$ cat src/rtl/pipeline_controller_pkg.sv
// Shared types and constants for the 4-stage pipeline sequencer.
package pipeline_ctrl_pkg;

  typedef enum logic [1:0] {
    IDLE  = 2'd0,
    RUN   = 2'd1,
    STALL = 2'd2,
    FLUSH = 2'd3
  } state_e;

  localparam logic [1:0] MODE_IMM = 2'b00;
  localparam logic [1:0] MODE_DIR = 2'b01;
  localparam logic [1:0] MODE_REG = 2'b10;
  localparam logic [1:0] MODE_FWD = 2'b11;

  // Counter preload so that the state is held for exactly 'cycles' cycles.
  function automatic logic [3:0] cnt_init(input int unsigned cycles);
    cnt_init = 4'(cycles - 32'd1);
  endfunction

endpackage

$ cat src/rtl/pipeline_controller_if.sv
// Execute/writeback status inputs and stage-control outputs of the pipeline sequencer.
interface pipeline_controller_if #(
  parameter int unsigned REG_AW = 5
);

  logic              start;
  logic              halt_req;
  logic              store;
  logic              branch_taken;
  logic [REG_AW-1:0] src_ex;
  logic [REG_AW-1:0] dst_wb;
  logic              wb_valid;
  logic [1:0]        mode_in;
  logic [1:0]        mode_out;
  logic              pc_en;
  logic              if_id_en;
  logic              id_ex_en;
  logic              ex_wb_en;
  logic              if_id_flush;
  logic              id_ex_flush;
  logic              wea;
  logic              ram_addr_sel;
  logic              busy;

  // Controller side.
  modport master (
    input  start, halt_req, store, branch_taken, src_ex, dst_wb, wb_valid, mode_in,
    output mode_out, pc_en, if_id_en, id_ex_en, ex_wb_en, if_id_flush, id_ex_flush,
           wea, ram_addr_sel, busy
  );

  // Datapath side.
  modport slave (
    output start, halt_req, store, branch_taken, src_ex, dst_wb, wb_valid, mode_in,
    input  mode_out, pc_en, if_id_en, id_ex_en, ex_wb_en, if_id_flush, id_ex_flush,
           wea, ram_addr_sel, busy
  );

endinterface

$ cat src/rtl/pipeline_controller_fwd_select.sv
// B-bus mux select with writeback-to-execute forward override for register mode.
module fwd_select
  import pipeline_ctrl_pkg::*;
#(
  parameter int unsigned REG_AW = 5
) (
  input  logic [1:0]        mode_in_i,
  input  logic              wb_valid_i,
  input  logic [REG_AW-1:0] src_i,
  input  logic [REG_AW-1:0] dst_i,
  output logic [1:0]        mode_o
);

  // Only register mode can hit a pending writeback; immediate and direct pass through.
  always_comb begin
    mode_o = mode_in_i;
    if ((mode_in_i == MODE_REG) && wb_valid_i && (src_i == dst_i)) begin
      mode_o = MODE_FWD;
    end else begin
      mode_o = mode_in_i;
    end
  end

endmodule

$ cat src/rtl/pipeline_controller.sv
// Pipeline sequencer: stage enables/flushes, multi-cycle store hold and post-branch masking.
module pipeline_controller
  import pipeline_ctrl_pkg::*;
#(
  parameter int unsigned STORE_LAT   = 2,
  parameter int unsigned FLUSH_DEPTH = 1,
  parameter int unsigned REG_AW      = 5
) (
  input logic                   clk,
  input logic                   rst,
  pipeline_controller_if.master bus
);

  localparam logic [3:0] STALL_INIT   = cnt_init(STORE_LAT - 32'd1);
  localparam logic [3:0] FLUSH_INIT   = cnt_init(FLUSH_DEPTH);
  localparam logic       SINGLE_STORE = (STORE_LAT == 32'd1);

  state_e     state_q, state_d;
  logic [3:0] cnt_q, cnt_d;
  logic       en_s;
  logic       flush_s;
  logic       wea_s;
  logic       sel_s;
  logic [1:0] mode_s;

  // Next-state and output decode; events are honoured only in RUN.
  always_comb begin
    state_d = state_q;
    cnt_d   = cnt_q;
    en_s    = 1'b0;
    flush_s = 1'b0;
    wea_s   = 1'b0;
    sel_s   = 1'b0;
    case (state_q)
      IDLE: begin
        if (bus.start) begin
          state_d = RUN;
        end else begin
          state_d = IDLE;
        end
      end
      RUN: begin
        en_s = 1'b1;
        if (bus.branch_taken) begin
          flush_s = 1'b1;
          state_d = FLUSH;
          cnt_d   = FLUSH_INIT;
        end else if (bus.store) begin
          wea_s = 1'b1;
          sel_s = 1'b1;
          if (SINGLE_STORE) begin
            state_d = RUN;
          end else begin
            en_s    = 1'b0;
            state_d = STALL;
            cnt_d   = STALL_INIT;
          end
        end else if (bus.halt_req) begin
          state_d = IDLE;
        end else begin
          state_d = RUN;
        end
      end
      STALL: begin
        wea_s = 1'b1;
        sel_s = 1'b1;
        if (cnt_q != 4'd0) begin
          cnt_d = cnt_q - 4'd1;
        end else begin
          en_s    = 1'b1;
          state_d = RUN;
        end
      end
      FLUSH: begin
        en_s = 1'b1;
        if (cnt_q != 4'd0) begin
          cnt_d = cnt_q - 4'd1;
        end else begin
          state_d = RUN;
        end
      end
      default: begin
        state_d = IDLE;
        cnt_d   = 4'd0;
      end
    endcase
  end

  // State and counter registers with synchronous reset.
  always_ff @(posedge clk) begin
    if (rst) begin
      state_q <= IDLE;
      cnt_q   <= 4'd0;
    end else begin
      state_q <= state_d;
      cnt_q   <= cnt_d;
    end
  end

  fwd_select #(
    .REG_AW (REG_AW)
  ) u_fwd_select (
    .mode_in_i  (bus.mode_in),
    .wb_valid_i (bus.wb_valid),
    .src_i      (bus.src_ex),
    .dst_i      (bus.dst_wb),
    .mode_o     (mode_s)
  );

  assign bus.mode_out     = mode_s;
  assign bus.pc_en        = en_s;
  assign bus.if_id_en     = en_s;
  assign bus.id_ex_en     = en_s;
  assign bus.ex_wb_en     = en_s;
  assign bus.if_id_flush  = flush_s;
  assign bus.id_ex_flush  = flush_s;
  assign bus.wea          = wea_s;
  assign bus.ram_addr_sel = sel_s;
  assign bus.busy         = (state_q != IDLE);

endmodule

$ cat src/flat_wrapper.sv
// flat-port wrapper written by rule: the top's interface ports become plain ports
module pipeline_controller_flat import pipeline_ctrl_pkg::*;
#(
  parameter int unsigned STORE_LAT   = 2,
  parameter int unsigned FLUSH_DEPTH = 1,
  parameter int unsigned REG_AW      = 5
)
  (clk, rst, bus_start, bus_halt_req, bus_store, bus_branch_taken, bus_src_ex, bus_dst_wb, bus_wb_valid, bus_mode_in, bus_mode_out, bus_pc_en, bus_if_id_en, bus_id_ex_en, bus_ex_wb_en, bus_if_id_flush, bus_id_ex_flush, bus_wea, bus_ram_addr_sel, bus_busy);
  pipeline_controller_if #(.REG_AW(REG_AW)) bus_i ();
  input logic clk;
  input logic rst;
  input wire logic [$bits(bus_i.start)-1:0] bus_start;
  input wire logic [$bits(bus_i.halt_req)-1:0] bus_halt_req;
  input wire logic [$bits(bus_i.store)-1:0] bus_store;
  input wire logic [$bits(bus_i.branch_taken)-1:0] bus_branch_taken;
  input wire logic [$bits(bus_i.src_ex)-1:0] bus_src_ex;
  input wire logic [$bits(bus_i.dst_wb)-1:0] bus_dst_wb;
  input wire logic [$bits(bus_i.wb_valid)-1:0] bus_wb_valid;
  input wire logic [$bits(bus_i.mode_in)-1:0] bus_mode_in;
  output wire logic [$bits(bus_i.mode_out)-1:0] bus_mode_out;
  output wire logic [$bits(bus_i.pc_en)-1:0] bus_pc_en;
  output wire logic [$bits(bus_i.if_id_en)-1:0] bus_if_id_en;
  output wire logic [$bits(bus_i.id_ex_en)-1:0] bus_id_ex_en;
  output wire logic [$bits(bus_i.ex_wb_en)-1:0] bus_ex_wb_en;
  output wire logic [$bits(bus_i.if_id_flush)-1:0] bus_if_id_flush;
  output wire logic [$bits(bus_i.id_ex_flush)-1:0] bus_id_ex_flush;
  output wire logic [$bits(bus_i.wea)-1:0] bus_wea;
  output wire logic [$bits(bus_i.ram_addr_sel)-1:0] bus_ram_addr_sel;
  output wire logic [$bits(bus_i.busy)-1:0] bus_busy;
  assign bus_i.start = bus_start;
  assign bus_i.halt_req = bus_halt_req;
  assign bus_i.store = bus_store;
  assign bus_i.branch_taken = bus_branch_taken;
  assign bus_i.src_ex = bus_src_ex;
  assign bus_i.dst_wb = bus_dst_wb;
  assign bus_i.wb_valid = bus_wb_valid;
  assign bus_i.mode_in = bus_mode_in;
  assign bus_mode_out = bus_i.mode_out;
  assign bus_pc_en = bus_i.pc_en;
  assign bus_if_id_en = bus_i.if_id_en;
  assign bus_id_ex_en = bus_i.id_ex_en;
  assign bus_ex_wb_en = bus_i.ex_wb_en;
  assign bus_if_id_flush = bus_i.if_id_flush;
  assign bus_id_ex_flush = bus_i.id_ex_flush;
  assign bus_wea = bus_i.wea;
  assign bus_ram_addr_sel = bus_i.ram_addr_sel;
  assign bus_busy = bus_i.busy;
  pipeline_controller #(.STORE_LAT(STORE_LAT), .FLUSH_DEPTH(FLUSH_DEPTH), .REG_AW(REG_AW)) u_core (.clk(clk), .rst(rst), .bus(bus_i));
endmodule
$ cat config.mk
export PLATFORM = sky130hd
export DESIGN_NAME = pipeline_controller_flat
export DESIGN_NICKNAME = d
export VERILOG_FILES = /design/src/rtl/pipeline_controller_pkg.sv /design/src/rtl/pipeline_controller_if.sv /design/src/rtl/pipeline_controller_fwd_select.sv /design/src/rtl/pipeline_controller.sv /design/src/flat_wrapper.sv
export SDC_FILE = /design/constraint.sdc
export NUM_CORES = 1
export LEC_CHECK = 0
export CAP_MARGIN = 40
export CORE_AREA = 4 4 52 54
export CTS_CLUSTER_SIZE = 14
export DETAILED_ROUTE_END_ITERATION = 16
export DIE_AREA = 0 0 56 58
export SLEW_MARGIN = 40
export SYNTH_ARGS = -nofsm -noshare
export SYNTH_HDL_FRONTEND = slang
export SYNTH_SLANG_ARGS = --single-unit
$ cat constraint.sdc
create_clock -name clk -period 1.9 [get_ports clk]
set_input_delay 0.38 -clock clk [delete_from_list [all_inputs] [get_ports clk]]
set_output_delay 0.38 -clock clk [all_outputs]
set_load 0.02 [all_outputs]
Word level (Yosys, flattened, before mapping) --
Index checks and enable logic that the tools add are counted.
Storage, ports and cells: logic and storage cells 39, output and inout port bits 11, flip-flop bits (word level) 6, input port bits 19
Cells by class: equal/unequal tests 8, reductions and logical operators 8, add/sub/neg operators 1, multiplexer cells 20
Operators with widths (count):
- two-way mux 4 bit | 3
- two-way mux 1 bit | 9
- two-way mux 2 bit | 4
- case mux 4 bit (2 select lines) | 1
- equality test 2 bit (second input constant) | 3
- case mux 2 bit (3 select lines) | 1
- equality test 5 bit | 1
- nonzero test 2 bit | 2
- nonzero test 4 bit | 1
- subtractor 4 x 1 -> 4 bit (second input constant) | 1
- inequality test 3 bit (second input constant) | 1
- case mux 1 bit (3 select lines) | 1
- AND reduction 3 bit | 1
- equality test 2 x 1 -> 1 bit (second input constant) | 1
- logical AND 1 bit | 2
- zero test 2 bit | 1
- inequality test 2 x 1 -> 1 bit (second input constant) | 1
- inequality test 2 bit (second input constant) | 1
- case mux 1 bit (2 select lines) | 1
- OR reduction 2 bit | 1

Logic depth before layout (Yosys ltp) --
depth after elaboration 4, depth in mapped cells 6, depth with buffers taken out 5

Cells and area by module --
Synthesis repeated with hierarchy kept, for this count alone.
Unflattened totals: cells, all modules 73, area total of the unflattened synthesis 618.1 sq um
Modules (own cells, without submodules):
- pipeline_controller | times used 1, sequential area each 120.1 sq um, cells each 65, area an instance 554.3 sq um
- fwd_select | times used 1, sequential area each 0.0 sq um, cells each 8, area an instance 63.8 sq um

Worst setup path before layout --
Ideal clock, no wire load.
path kind reg-to-output, start point reg u_core.cnt_q[0], end point out bus_id_ex_en, required time 1520 ps, arrival 1503 ps, stages on the path, launching flop included 7, setup slack 17 ps, buffers on the path 1, cells stage by stage dfxtp_1 > inv_1 > ha_1 > nor3b_2 > a221oi_1 > nor2_1 > buf_4
On the way: longest elaborated chain between the ends 3
Ends and longest elaborated chain:
- start, declared | RTL line pipeline_controller.sv:19 | logic [3:0] cnt_q, cnt_d;
- start signal, assigned | RTL line pipeline_controller.sv:96 | cnt_q <= cnt_d;
- nonzero test 4 bit | RTL line pipeline_controller.sv:67 | if (cnt_q != 4'd0) begin
- two-way mux 1 bit | RTL line pipeline_controller.sv:67
- case mux 1 bit (3 select lines) | RTL line pipeline_controller.sv:34 | case (state_q)
- end, declared | RTL line flat_wrapper.sv:23 | output wire logic [$bits(bus_i.id_ex_en)-1:0] bus_id_ex_en;
No other way between the ends.

Worst setup path after layout --
start point in bus_src_ex[0], end point out bus_mode_out[0]
On the way: longest elaborated chain between the ends 3
Ends and longest elaborated chain:
- start, declared | RTL line flat_wrapper.sv:16 | input wire logic [$bits(bus_i.src_ex)-1:0] bus_src_ex;
- equality test 5 bit | RTL line pipeline_controller_fwd_select.sv:17 | if ((mode_in_i == MODE_REG) && wb_valid_i && (src_i == dst_i)) begin
- logical AND 1 bit | RTL line pipeline_controller_fwd_select.sv:17
- two-way mux 2 bit | RTL line pipeline_controller_fwd_select.sv:17
- end, declared | RTL line flat_wrapper.sv:20 | output wire logic [$bits(bus_i.mode_out)-1:0] bus_mode_out;
No other way between the ends.

==> flow_results.org <==
** CTS
- Clock latency on the worst-skew pair :: ~0.24 ns
- In this run the number of H-tree levels came out at 1.
- Clock-pin slew was measured on the worst setup and hold paths at 0.04 ns.
- Clock root buffer :: sky130_fd_sc_hd__clkbuf_4
- Clock sink total :: 6
- Maximum buffer depth of the clock tree :: 2
- Number of buffers inserted during clock tree synthesis :: 3
- TritonCTS clock tree :: done
- After clock tree synthesis, the flow added hold-fix buffers numbering 0.

** Global routing
- Global-route wire length before repair :: 3.04 mm
- Across every metal layer, demand over resource in global routing totals between 10% and 20%.
- The number of global-route vias before repair is 762.
- Initial antenna violation count :: 0
- Remaining global-route overflow :: 0
- Maximum number of pins on one net before global-route repair :: 11

** Critical path
- In this run the critical register-to-register path is launched from u_core.state_q[1].
- The largest single stage delay on the critical path is 0.48 ns.
- Element type at the critical path end :: output port
- By startpoint and endpoint, the worst setup path is classified as in2out.
- Cell type of the slowest stage on the worst timing path :: sky130_fd_sc_hd__clkdlybuf4s50_1
- Path depth of the worst reg2reg path :: 6
- The worst register-to-register path ends at u_core.cnt_q[1].
- In this run the worst path has a maximum fanout of 2.
- Kind of cell with the highest combined delay on the critical path :: buffers and inverters
- Beginning of the critical path :: bus_src_ex[0]
- Startpoint kind of the worst setup timing path :: primary input
- Walking the worst path, the cells encountered are clkdlybuf4s50_1 -> nor2b_1 -> a2111oi_4 -> a41o_1 -> buf_6.
- The critical path runs through a total of 5 cells.
- Required time at the endpoint of the critical path :: 1.52 ns
- R2R setup slack :: 0.15 ns
- Together, buffers and inverters on the worst path number 2.
- At the worst endpoint, the arrival time is 1.55 ns.
- Capture point of the worst path :: bus_mode_out[0]

** Timing
- Fin crit share :: 102%
- Setup repair after global routing missed its margin :: true
- Maximum frequency from static timing analysis :: 0.518 GHz
- Post-layout min period :: 1.93 ns
- Setup violations remaining at the end of the flow were counted as 1.
- Number of pins with negative max-slew slack in the final report :: 0
- In this run the tightest slew margin relative to its limit is 75.3%.
- For the final routed database, the setup TNS stands at -0.0309 ns.
- Transition time at the pin with the least slew margin :: between 0.3 and 0.4 ns
- Across the routed clock network, the largest skew measured is approximately 0.0030 ns.
- The number of hold-slack violations in the final timing report is 0.
- Final setup margin :: -0.0309 ns

** Cells and area
- Diodes inserted :: 0
- Fillers :: 224
- Fraction of final layout cells sized beyond drive strength 1 :: 42.0%
- Summing all non-filler instances in the final layout gives an area of 0.00109 sq mm.
- Relative to the synthesized area, the layout overhead comes to 76.7%.
- Fin nets :: 146
- Area used by sequential logic in the layout :: roughly 130 sq um
- Cells fill 49.3% of the core in the end.
- Summing all multi-input logic gate instances after layout gives 458 sq um.

** Power and ir drop
- VDD sags by at most between 0.0002 and 0.00025 V.
- Static Leak :: roughly 0.54 nW
- For this design the ratio of total power to cell area is 380 mW/mm^2.

** Logic synthesis
- In this run the mean area of a mapped cell was 8.12 sq um.
- For this run, the number of Yosys warnings is 0.
- Syn_nets :: 101
- The synthesized design contains 6 register bits.
- The biggest area contributor in the post-synthesis netlist is sky130_fd_sc_hd__dfxtp_1.
- Cells after Synth :: 76
- Of the synthesized area, sequential elements account for roughly 19%.
- The number of different library cells used by synthesis comes to 37.
- The synthesized design contains 0 enable-type register cells.
- After synthesis, the cell types taking the most area are sky130_fd_sc_hd__dfxtp_1 19%, sky130_fd_sc_hd__ha_1 12%, sky130_fd_sc_hd__inv_1 7.3%.
- By count the netlist is led by 12 x sky130_fd_sc_hd__inv_1, 6 x sky130_fd_sc_hd__dfxtp_1, 6 x sky130_fd_sc_hd__ha_1.
- Proportion of netlist area held by the largest area contributor :: 19.5%
- Post-synthesis cell area :: 617 sq um
- Most used flip-flop cell after synthesis :: sky130_fd_sc_hd__dfxtp_1
- In the post-synthesis netlist, the cell with the most instances is sky130_fd_sc_hd__inv_1.
- Counting flops with an async set or reset pin after synthesis yields a share of 0%.

** Routing
- Detailed-route DRC error count :: 0
- Total number of vias :: between 700 and 800
- The first routing iteration left 11 violations.
- Average vias per placed instance :: 4.80
- The count of nets left with antenna violations once routing finished came out at 0.
- Aggregate routed wire length :: 1.91 mm
- The first TritonRoute pass finished after 4 iterations.
- Detail-routed net length per standard cell :: 13.0 um

** Placed design
- IO Port Bufs :: 29
- Detailed placement finished with a half-perimeter wire length of 1.42 mm.
- Instance area at placement :: 0.00100 sq mm
- The congestion estimate from routability-driven global placement came to about 0.8.

** Die
- Number of rows created at floorplan :: 17
- For this configuration, the core starts out at a cell density of 27.9%.
- The die is approximately 58 um tall.
- 30 I/O pins were placed.
- Die extent in x :: 56 um
- The die covers 0.00325 sq mm.
- The total area inside the core boundary comes to 0.00221 sq mm.

** Hold path
- In this run the worst hold path is classified as reg2reg.

** Run status
- Run status :: finished, violations left
- Violated checks :: setup timing

** Job
- MaxCap Viol Count :: 0
[worst min path at each step]
stage / start / endpoint / slack [ns] / depth (start not counted)
after global routing: u_core.state_q[1] / u_core.state_q[1] / 0.54 / 2
after detailed placement: u_core.state_q[1] / u_core.state_q[1] / 0.51 / 2
after CTS: u_core.state_q[1] / u_core.state_q[1] / 0.49 / 2
after floorplan: u_core.state_q[1] / u_core.state_q[1] / 0.48 / 2
after global placement: u_core.state_q[1] / u_core.state_q[1] / 0.50 / 2
final: u_core.state_q[1] / u_core.state_q[1] / 0.49 / 2
[cells by family (layout without fill, tap and decap cells)]
kind of cell,Yosys count,in the layout,share of synthesized area [%]
buffers and inverters,20,63,15.4
XOR/XNOR,2,2,2.84
AO/OA/AOI/OAI,16,16,21.7
adder cells (fa/ha/maj),6,6,12.2
flip-flops,6,6,19.5
AND/OR/NAND/NOR,25,25,26.8
multiplexers,1,1,1.62
[sequential cells by signal, summed over array words and instances (netlist names)]
signal and count:
u_core.cnt_q 4, u_core.state_q 2
[layout by cell type (no fill, tap or decap), types with 2 or more instances in the layout]
master                            instances
sky130_fd_sc_hd__xnor2_1                  2
sky130_fd_sc_hd__dlymetal6s2s_1           4
sky130_fd_sc_hd__buf_4                   19
sky130_fd_sc_hd__nor3b_4                  2
sky130_fd_sc_hd__nor2_1                   3
sky130_fd_sc_hd__nor2b_1                  3
sky130_fd_sc_hd__o211ai_1                 2
sky130_fd_sc_hd__or2_2                    2
sky130_fd_sc_hd__clkbuf_2                 4
sky130_fd_sc_hd__buf_6                    2
sky130_fd_sc_hd__dfxtp_1                  2
sky130_fd_sc_hd__clkdlybuf4s50_1         11
sky130_fd_sc_hd__dlygate4sd2_1            5
sky130_fd_sc_hd__dfxtp_2                  4
sky130_fd_sc_hd__ha_1                     5
sky130_fd_sc_hd__inv_1                   10
sky130_fd_sc_hd__inv_2                    2
sky130_fd_sc_hd__nand2b_1                 2
sky130_fd_sc_hd__buf_2                    3
sky130_fd_sc_hd__a211oi_1                 2
sky130_fd_sc_hd__clkbuf_4                 3
sky130_fd_sc_hd__or3_1                    3
[routing by layer]
| layer | share of wire [%] | GRT usage [%] |
|---|---|---|
| met1 | 36 | 10.7 |
| met2 | 55 | 24.0 |
| met3 | 4.2 | 1.78 |
| met4 | 4.3 | 8.47 |
| met5 | 0 | 0 |
[worst reg2reg max path, delay by kind of cell (launching register included)]
family          cells  cell delay, ns
simple gates        2            0.68
flops               1            0.34
buf+inv             2            0.22
compound gates      1            0.22
fa+ha+maj           1            0.21
[power breakdown]
group / internal (W) / total [W] / switching [W]
Clock: 0.0000714 / 0.000117 / 0.0000456
Combinational: 0.0000889 / 0.000164 / 0.0000753
Sequential: 0.000130 / 0.000133 / 0.00000294
Total: 0.000290 / 0.000414 / 0.000124
[stage by stage]
step / hold slack, ns / power (W) / cells / setup slack (ns)
floorplan: 0.477 / 0.000212 / 76 / 0.0166
global placement: 0.499 / 0.000296 / 140 / -0.583
detailed placement: 0.506 / 0.000298 / 140 / -0.620
CTS: 0.492 / 0.000420 / 146 / -0.0601
global route: 0.544 / 0.000442 / 147 / -0.0945
finish: 0.489 / 0.000414 / 147 / -0.0309
[repair_timing]
action,CTS,global route
setup endpoints to repair,10,9
resized for setup,46,15
pin swaps,5,7
setup buffers,3,1
[cell type report]
type / instances / share of cell area, %
Clock buffer: 3 / 2.07
Inverter: 12 / 4.13
Multi-Input combinational cell: 50 / 42.0
Sequential cell: 6 / 11.5
Tap cell: 28 / 3.21
Timing Repair Buffer: 48 / 37.1
Note: power is estimated with default switching activity, not from simulation.
